## src/rtl/dcache_ctrl.sv

```systemverilog
`default_nettype none
// ============================================================================
// Module      : dcache_ctrl
// Description : Direct-mapped, write-back, write-allocate data cache controller.
//               Hits complete in the request cycle. Misses are serviced by an
//               FSM that writes back a dirty victim line and fills the new one.
//               Define DCACHE_STATS_EN to build the saturating hit/miss counters.
// Revision    : 1.0 - initial release
// ============================================================================
module dcache_ctrl #(
    parameter int INDEX_BITS = 5
) (
    input  logic        clk,
    input  logic        rst,
    input  logic [15:0] Addr,
    input  logic [15:0] DataIn,
    input  logic        Rd,
    input  logic        Wr,
    output logic [15:0] DataOut,
    output logic        Stall,
    output logic        Done,
    output logic        CacheHit,
    output logic        err,
    output logic [15:0] mem_addr,
    output logic [15:0] mem_wdata,
    output logic        mem_rd,
    output logic        mem_wr,
    input  logic [15:0] mem_rdata,
    input  logic        mem_ack,
    output logic [15:0] hit_count,
    output logic [15:0] miss_count
);

    localparam int c_LINES    = 1 << INDEX_BITS;
    localparam int c_TAG_BITS = 13 - INDEX_BITS;

    localparam logic [3:0] c_IDLE  = 4'd0;
    localparam logic [3:0] c_WB0   = 4'd1;
    localparam logic [3:0] c_WB1   = 4'd2;
    localparam logic [3:0] c_WB2   = 4'd3;
    localparam logic [3:0] c_WB3   = 4'd4;
    localparam logic [3:0] c_FILL0 = 4'd5;
    localparam logic [3:0] c_FILL1 = 4'd6;
    localparam logic [3:0] c_FILL2 = 4'd7;
    localparam logic [3:0] c_FILL3 = 4'd8;
    localparam logic [3:0] c_RESP  = 4'd9;

    logic [3:0]            r_state;
    logic [c_LINES-1:0]    r_valid;
    logic [c_LINES-1:0]    r_dirty;
    logic [c_TAG_BITS-1:0] r_tag  [c_LINES];
    logic [15:0]           r_data [c_LINES][4];

    logic [INDEX_BITS-1:0] w_index;
    logic [c_TAG_BITS-1:0] w_tag;
    logic [1:0]            w_off;
    logic [1:0]            w_n;
    logic                  w_req;
    logic                  w_illegal;
    logic                  w_hit;
    logic                  w_idle_hit;
    logic                  w_idle_miss;
    logic                  w_wb;
    logic                  w_fill;
    logic                  w_resp;

    assign w_index     = Addr[INDEX_BITS+2:3];
    assign w_tag       = Addr[15:INDEX_BITS+3];
    assign w_off       = Addr[2:1];
    assign w_req       = Rd | Wr;
    assign w_illegal   = (Rd & Wr) | (w_req & Addr[0]);
    assign w_hit       = r_valid[w_index] && (r_tag[w_index] == w_tag);
    assign w_idle_hit  = (r_state == c_IDLE) && w_req && !w_illegal && w_hit;
    assign w_idle_miss = (r_state == c_IDLE) && w_req && !w_illegal && !w_hit;
    assign w_wb        = (r_state >= c_WB0) && (r_state <= c_WB3);
    assign w_fill      = (r_state >= c_FILL0) && (r_state <= c_FILL3);
    assign w_resp      = (r_state == c_RESP);

    // Word number of the current burst beat; offsets wrap inside the line.
    always_comb begin
        w_n = 2'd0;
        case (r_state)
            c_WB1, c_FILL1: w_n = 2'd1;
            c_WB2, c_FILL2: w_n = 2'd2;
            c_WB3, c_FILL3: w_n = 2'd3;
            default:        w_n = 2'd0;
        endcase
    end

    // All outputs are forced low while reset is held.
    always_comb begin
        DataOut   = 16'h0000;
        Stall     = 1'b0;
        Done      = 1'b0;
        CacheHit  = 1'b0;
        err       = 1'b0;
        mem_addr  = 16'h0000;
        mem_wdata = 16'h0000;
        mem_rd    = 1'b0;
        mem_wr    = 1'b0;
        if (rst) begin
            err      = (r_state == c_IDLE) && w_illegal;
            Done     = w_idle_hit || w_resp;
            CacheHit = w_idle_hit;
            Stall    = w_idle_miss || w_wb || w_fill;
            if ((w_idle_hit || w_resp) && Rd) begin
                DataOut = r_data[w_index][w_off];
            end
            if (w_wb) begin
                mem_wr    = 1'b1;
                mem_addr  = {r_tag[w_index], w_index, w_n, 1'b0};
                mem_wdata = r_data[w_index][w_n];
            end else if (w_fill) begin
                mem_rd   = 1'b1;
                mem_addr = {w_tag, w_index, w_n, 1'b0};
            end
        end
    end

    always_ff @(posedge clk) begin
        if (!rst) begin
            r_state <= c_IDLE;
            r_valid <= '0;
            r_dirty <= '0;
        end else begin
            case (r_state)
                c_IDLE: begin
                    if (w_idle_miss) begin
                        // The line is invalid from here until its fill completes.
                        r_valid[w_index] <= 1'b0;
                        r_state <= (r_valid[w_index] && r_dirty[w_index]) ? c_WB0 : c_FILL0;
                    end else if (w_idle_hit && Wr) begin
                        r_dirty[w_index] <= 1'b1;
                    end
                end
                c_WB0, c_WB1, c_WB2, c_WB3, c_FILL0, c_FILL1, c_FILL2: begin
                    if (mem_ack) begin
                        r_state <= r_state + 4'd1;
                    end
                end
                c_FILL3: begin
                    if (mem_ack) begin
                        r_state          <= c_RESP;
                        r_valid[w_index] <= 1'b1;
                        r_dirty[w_index] <= 1'b0;
                    end
                end
                c_RESP: begin
                    if (Wr) begin
                        r_dirty[w_index] <= 1'b1;
                    end
                    r_state <= c_IDLE;
                end
                default: r_state <= c_IDLE;
            endcase
        end
    end

    always_ff @(posedge clk) begin
        if (rst) begin
            if (w_fill && mem_ack) begin
                r_data[w_index][w_n] <= mem_rdata;
            end
            if ((r_state == c_FILL3) && mem_ack) begin
                r_tag[w_index] <= w_tag;
            end
            if ((w_idle_hit || w_resp) && Wr) begin
                r_data[w_index][w_off] <= DataIn;
            end
        end
    end

`ifdef DCACHE_STATS_EN
    logic [15:0] r_hit_count;
    logic [15:0] r_miss_count;

    always_ff @(posedge clk) begin
        if (!rst) begin
            r_hit_count  <= 16'h0000;
            r_miss_count <= 16'h0000;
        end else begin
            if (w_idle_hit && (r_hit_count != 16'hFFFF)) begin
                r_hit_count <= r_hit_count + 16'd1;
            end
            if (w_idle_miss && (r_miss_count != 16'hFFFF)) begin
                r_miss_count <= r_miss_count + 16'd1;
            end
        end
    end

    assign hit_count  = r_hit_count;
    assign miss_count = r_miss_count;
`else
    assign hit_count  = 16'h0000;
    assign miss_count = 16'h0000;
`endif

endmodule
`default_nettype wire

```

## config.mk

```make
export PLATFORM = sky130hd
export DESIGN_NAME = dcache_ctrl
export DESIGN_NICKNAME = d
export VERILOG_FILES = /design/src/rtl/dcache_ctrl.sv
export SDC_FILE = /design/constraint.sdc
export NUM_CORES = 2
export LEC_CHECK = 0
export BUFFER_PORTS_ARGS = -buffer_cell sky130_fd_sc_hd__buf_2
export CORE_ASPECT_RATIO = 0.7
export CORE_MARGIN = 3
export CORE_UTILIZATION = 62
export CTS_CLUSTER_SIZE = 16
export DETAILED_ROUTE_END_ITERATION = 8
export GPL_ROUTABILITY_DRIVEN = 0
export GPL_TIMING_DRIVEN = 0
export PLACE_DENSITY = 0.77
export REMOVE_ABC_BUFFERS = 1
export SLEW_MARGIN = 10
export SYNTH_ARGS = -nofsm -noshare
export SYNTH_HDL_FRONTEND = slang
export SYNTH_SLANG_ARGS = --single-unit
```

## constraint.sdc

```tcl
create_clock -name clk -period 5.1 [get_ports clk]
set_input_delay 0.255 -clock clk [delete_from_list [all_inputs] [get_ports clk]]
set_output_delay 0.255 -clock clk [all_outputs]
set_load 0.01 [all_outputs]
```

## After elaboration in Yosys (flattened, before gate mapping)

Memory sizes are Yosys's and may differ from the RTL's.
Cells that the tools add are included.
W data, S select, Z words.

| storage, ports and cells | value |
|---|---|
| register bits after elaboration | 68 |
| RAM bits | 2,304 |
| input bits | 53 |
| output and inout bits | 86 |
| logic and storage cells | 258 |
| memories | 2 |

| cells by class | value |
|---|---|
| $add $sub $neg | 1 |
| magnitude comparators | 10 |
| equal/unequal tests | 16 |
| mux-type cells | 119 |
| bitwise gates (word level) | 75 |
| reductions and logical operators | 32 |

Memories:

| memory | words | bits a word | rd ports | clocked after Yosys merged registers in | write ports | RTL line | text |
|---|---|---|---|---|---|---|---|
| r_data | 32 | 64 | 1 | 0 | 1 | 52 | `logic [15:0] r_data [c_LINES][4];` |
| r_tag | 32 | 8 | 1 | 0 | 1 | 51 | `logic [c_TAG_BITS-1:0] r_tag [c_LINES];` |

Operator list:

| kind | number |
|---|---|
| $mux W16 | 13 |
| $mux W32 | 6 |
| $mux W64 | 2 |
| $pmux W32 S3 | 1 |
| $mux W1 | 83 |
| $or A1 B1 Y1 | 66 |
| $and A32 B32 Y32 | 2 |
| $bmux W16 S2 | 2 |
| $demux W16 S2 | 2 |
| $or A32 B32 Y32 | 2 |
| $pmux W32 S2 | 1 |
| $not A32 Y32 | 1 |
| $logic_and A1 B1 Y1 | 17 |
| $eq A4 B3 Y1 const B | 4 |
| $mux W4 | 3 |
| $pmux W4 S3 | 1 |
| $bmux W1 S5 | 2 |
| $ne A2 B2 Y1 const B | 5 |
| $eq A4 B2 Y1 const B | 2 |
| $eq A4 B4 Y1 const B | 2 |
| $eq A8 B8 Y1 | 1 |
| $reduce_or A7 Y1 | 1 |
| $ge A3 B3 Y1 const B | 2 |
| $lt A3 B1 Y1 const B | 2 |
| 22 further kinds | 30 |

## Logic depth before layout (Yosys ltp)

| depth | value |
|---|---|
| depth after elaboration | 12 |
| mapped depth | 15 |

## Worst setup path before layout

No wires, ideal clock.

| timing | value |
|---|---|
| path type | in2reg |
| start point | input port Addr[4] |
| end point | memory r_data[2][48] (netlist name), enable pin |
| data arrival time | 3,480 ps |
| required time | 4,712 ps |
| path slack | 1,231 ps |
| cell stages on the path | 13 |
| cell sequence | buf_2 -> buf_2 -> buf_2 -> mux2i_1 -> o22ai_1 -> nor4_1 -> o21ai_0 -> xnor2_1 -> nand4_4 -> o31ai_4 -> a21oi_1 -> clkbuf_1 -> nor2_1 |

| on the way | value |
|---|---|
| cells in the longest elaborated chain, start to end | 10 |
| elaborated cells on any way between the ends | 12 |
| classes of those cells | 1 x eq/ne; 5 x mux; 1 x bitwise; 4 x reduce/logical; 1 x memory |

Ends and longest elaborated chain:

| element | RTL line | text |
|---|---|---|
| start, declared | 15 | `input logic [15:0] Addr,` |
| $mem_v2 Z32 W8 or $bmux W1 S5 (tied branches) | - |  |
| $eq A8 B8 Y1 or $mux W1 (tied branches) | 72 | `assign w_hit = r_valid[w_index] && (r_tag[w_index] == w_tag);` |
| $logic_and A1 B1 Y1 | 72 |  |
| $logic_and A1 B1 Y1 | 73 | `assign w_idle_hit = (r_state == c_IDLE) && w_req && !w_illegal && w_hit;` |
| $logic_or A1 B1 Y1 | 167 | `if ((w_idle_hit \|\| w_resp) && Wr) begin` |
| $logic_and A1 B1 Y1 | 167 |  |
| $mux W1 | 167 |  |
| $mux W1 | 160 | `if (rst) begin` |
| $mux W64 (implied by the code) | 168 | `r_data[w_index][w_off] <= DataIn;` |
| $or A1 B1 Y1 (no line) | - |  |
| end, declared | 52 |  |

Parallel ways exist; a longest one is shown, timed or not. The select of a mux whose other input is x is not followed.

## Worst setup path after layout

| timing | value |
|---|---|
| start point | input port Addr[6] |
| end point | memory r_data[17][52] (netlist name), enable pin |

The elaborated chain is that of the path after synthesis.

==> results.json <==
{
  "seqPwrFrac": 0.530,
  "grt_usage": 0.3585,
  "synth_area_um2": 92400,
  "hold_viol": 0,
  "critical_path.max_stage_delay_ns": 0.69,
  "grt_antenna_before_repair": 30,
  "synth_ff_type": "edfxtp_1",
  "drive_above_1_share": 0.2874,
  "grt_pass1_wl_um": 380200,
  "cts_sinks": 2372,
  "start_kind": "primary input",
  "dpl_cell_area_um2": 97380,
  "worstSetupEndpointType": "register",
  "power.switching_mw": 9.249,
  "final_antenna_net_count": 0,
  "avgRoutedWirePerCell_um": 40.04,
  "grt_overflow": 0,
  "finalNetCount": 4739,
  "finalSetupViolCount": 55,
  "layout_common_cells": "edfxtp_1 (2304), mux4_2 (544), o22ai_1 (340), clkbuf_16 (214), mux2i_1 (159)",
  "initial_core_util": 0.6299,
  "async_reset_ff_frac": 0,
  "clockBufferDepth": 3,
  "clockRootBuffer": "clkbuf_16",
  "rrSetupSlack_ns": 0.17,
  "wirelength_um": 273700,
  "relSlewSlack": 0.06962,
  "maxCapViolCount": 0,
  "clkLatencyLatePin_ns": 0.86,
  "fillers": 7985,
  "violations": "setup timing",
  "tightest_slew_ns": 1.383,
  "powerDensity_nw_per_um2": 383.8,
  "htreeDepth": 4,
  "p_int_mw": 31.12,
  "clock.fmax_mhz": 194.3,
  "vias_per_cell": 7.535,
  "critPathKind": "in2reg",
  "arrival_ns": 5.60,
  "cts_tree": "built",
  "p_leak_nw": 32.98,
  "design_area_um2": 105200,
  "ys_ff_latch": 2372,
  "drt-initial-drc-count": 9290,
  "synth_area_per_cell_um2": 20.62,
  "syn-instance-count": 4481,
  "required_ns": 5.55,
  "yosysWarnings": 0,
  "ys_types": 68,
  "dr_total_vias": 51500,
  "die_y_um": 329.0,
  "io_pins": 139,
  "pwr-share-clk": 0.394,
  "peakVddDrop_mv": 0.3840,
  "numPortBuffers": 105,
  "setup_slack_ns": -0.04738,
  "coreArea_um2": 146700,
  "period_minus_slack_ns": 5.147,
  "critical_path.cell_chain": "clkbuf_4, or3b_4, buf_16, o22ai_1, nor3_1, o21ai_1, xnor2_1, nand4_4, o31ai_4, buf_4, buf_4, a21oi_4, buf_16, buf_12, nor2_4",
  "ys_seq_area_frac": 0.7635,
  "area_growth_pct": 13.83,
  "swShare": 0.2291,
  "path_clk_slew_ns": 0.07,
  "power_frac_comb": 0.076,
  "slowest_stage": "or3b_4",
  "hold_path.class": "in2reg",
  "cp_max_fo": 35,
  "rows": 117,
  "drt_pre_antenna_iters": 9,
  "synth_edf_count": 2304,
  "grt_max_degree": 101,
  "slew_violations": 0,
  "die_w_um": 467.4,
  "preCtsSetupSlack_ns": -2.470,
  "cts_buffers": 201,
  "dp.final_hpwl_um": 152200,
  "grt_pass1_vias": 50070,
  "clock_skew_ns": 0.03509,
  "drc": 0,
  "status": "finished with violations",
  "layout_commonest_cell": "edfxtp_1",
  "fp.dieArea_um2": 153800,
  "post-route-period-util": 1.009
}
==> final timing paths <==
check	cells after the start	start	endpoint
hold / removal	1	Addr[12]	r_tag[1][4]
hold reg to reg	2	register	register
setup reg to reg	13	r_tag[11][4]	r_data[17][52]
setup / recovery	15	Addr[6]	r_data[17][52]
==> power groups by stage <==
| stage | clock (mW) | sequential [mW] | combinational, mW |
|---|---|---|---|
| 3_5_place_dp | 0 | 21.8 | 2.84 |
| 4_1_cts | 15.8 | 21.4 | 2.92 |
| 2_1_floorplan | 0 | 21.8 | 1.37 |
| 6_report | 15.9 | 21.4 | 3.08 |
| 5_1_grt | 16.5 | 21.4 | 3.16 |
| 3_3_place_gp | 0 | 21.8 | 3.29 |
==> final cells by class <==
cell class	count	area, µm²	share of cell area
diodes	25	62.56	0.0005948
clock buffers	247	5394	0.05128
clock inverters	121	1224	0.01163
inverters	9	33.78	0.0003212
multi-input cells	1816	21810	0.2074
flip-flops and latches	2372	70550	0.6708
well taps	1963	2456	0.02335
repair buffers	282	3643	0.03464
==> registers in the layout (all words and copies together) (netlist names), named ones only <==
name,cells
r_data,2048
r_state,4
r_tag,256
==> layer usage <==
layer	share of wire	vias up	GRT usage
met5	0.00094	-	0.005566
met4	0.061	14	0.1895
met3	0.16	935	0.1428
met2	0.45	4894	0.5115
met1	0.33	26470	0.4824
li1	-	19190	-
==> per-stage QoR <==
| step | instances | power, mW | utilization | TNS (ns) | hold slack (ns) |
|---|---|---|---|---|---|
| floorplan | 4195 | 23.19 | - | 0 | 0.3539 |
| global placement | 6263 | 25.11 | 0.6405 | - | 0.4438 |
| detailed placement | 6398 | 24.66 | 0.6639 | -7341.90 | 0.4501 |
| CTS | 6798 | 40.11 | 0.7141 | -7.990 | 0.01283 |
| global route | 6813 | 41.06 | 0.7167 | -0.004686 | 0.04360 |
| finish | 6835 | 40.36 | 0.7170 | -1.189 | 0.06239 |
==> cells by family (layout without fill, tap and decap cells) <==
kind of cell               after synthesis  count (layout)  synth area share
xor gates and xnor gates                 4               4         0.0003792
other                                    1              58        0.00004058
buffers and inverters                  327             659           0.01709
and+or+nand+nor                        527             529           0.02846
adders and majority gates                5               5         0.0006500
AOI/OAI and AO/OA                      477             477           0.03215
muxes                                  768             768            0.1577
DFF                                   2372            2372            0.7635
==> cells in the mapped netlist (19+ instances only) <==
library cell | count | area share
nor4_1 | 84 | 0.0057
nor2b_1 | 19 | 0.0013
a31oi_1 | 25 | 0.0017
o22ai_1 | 348 | 0.024
o21ai_0 | 43 | 0.0023
mux2i_1 | 160 | 0.017
mux4_2 | 544 | 0.13
clkbuf_1 | 155 | 0.0063
buf_1 | 24 | 0.00098
buf_4 | 40 | 0.0032
edfxtp_1 | 2304 | 0.75
mux2_2 | 24 | 0.0029
mux2_1 | 40 | 0.0049
buf_2 | 89 | 0.0048
nand3_1 | 36 | 0.0019
a21oi_1 | 28 | 0.0015
dfxtp_1 | 68 | 0.015
nor2_1 | 223 | 0.0091
nand2_1 | 86 | 0.0035
==> critical path: cells and delay by family <==
| family | cells | cell delay, ns |
|---|---|---|
| AOI/OAI and AO/OA | 4 | 1.07 |
| xor gates and xnor gates | 1 | 0.37 |
| buffers and inverters | 6 | 1.76 |
| and+or+nand+nor | 4 | 2.04 |
==> timing repair <==
action	4_1_cts	5_1_grt
setup endpoints to repair	3980	3392
pin swaps	24	3
resized for setup	77	26
buffers inserted	17	4
hold buffers	10	0
endpoints found under the hold margin	232	0
gates cloned	5	4
Note: power is estimated with default switching activity, not from simulation.
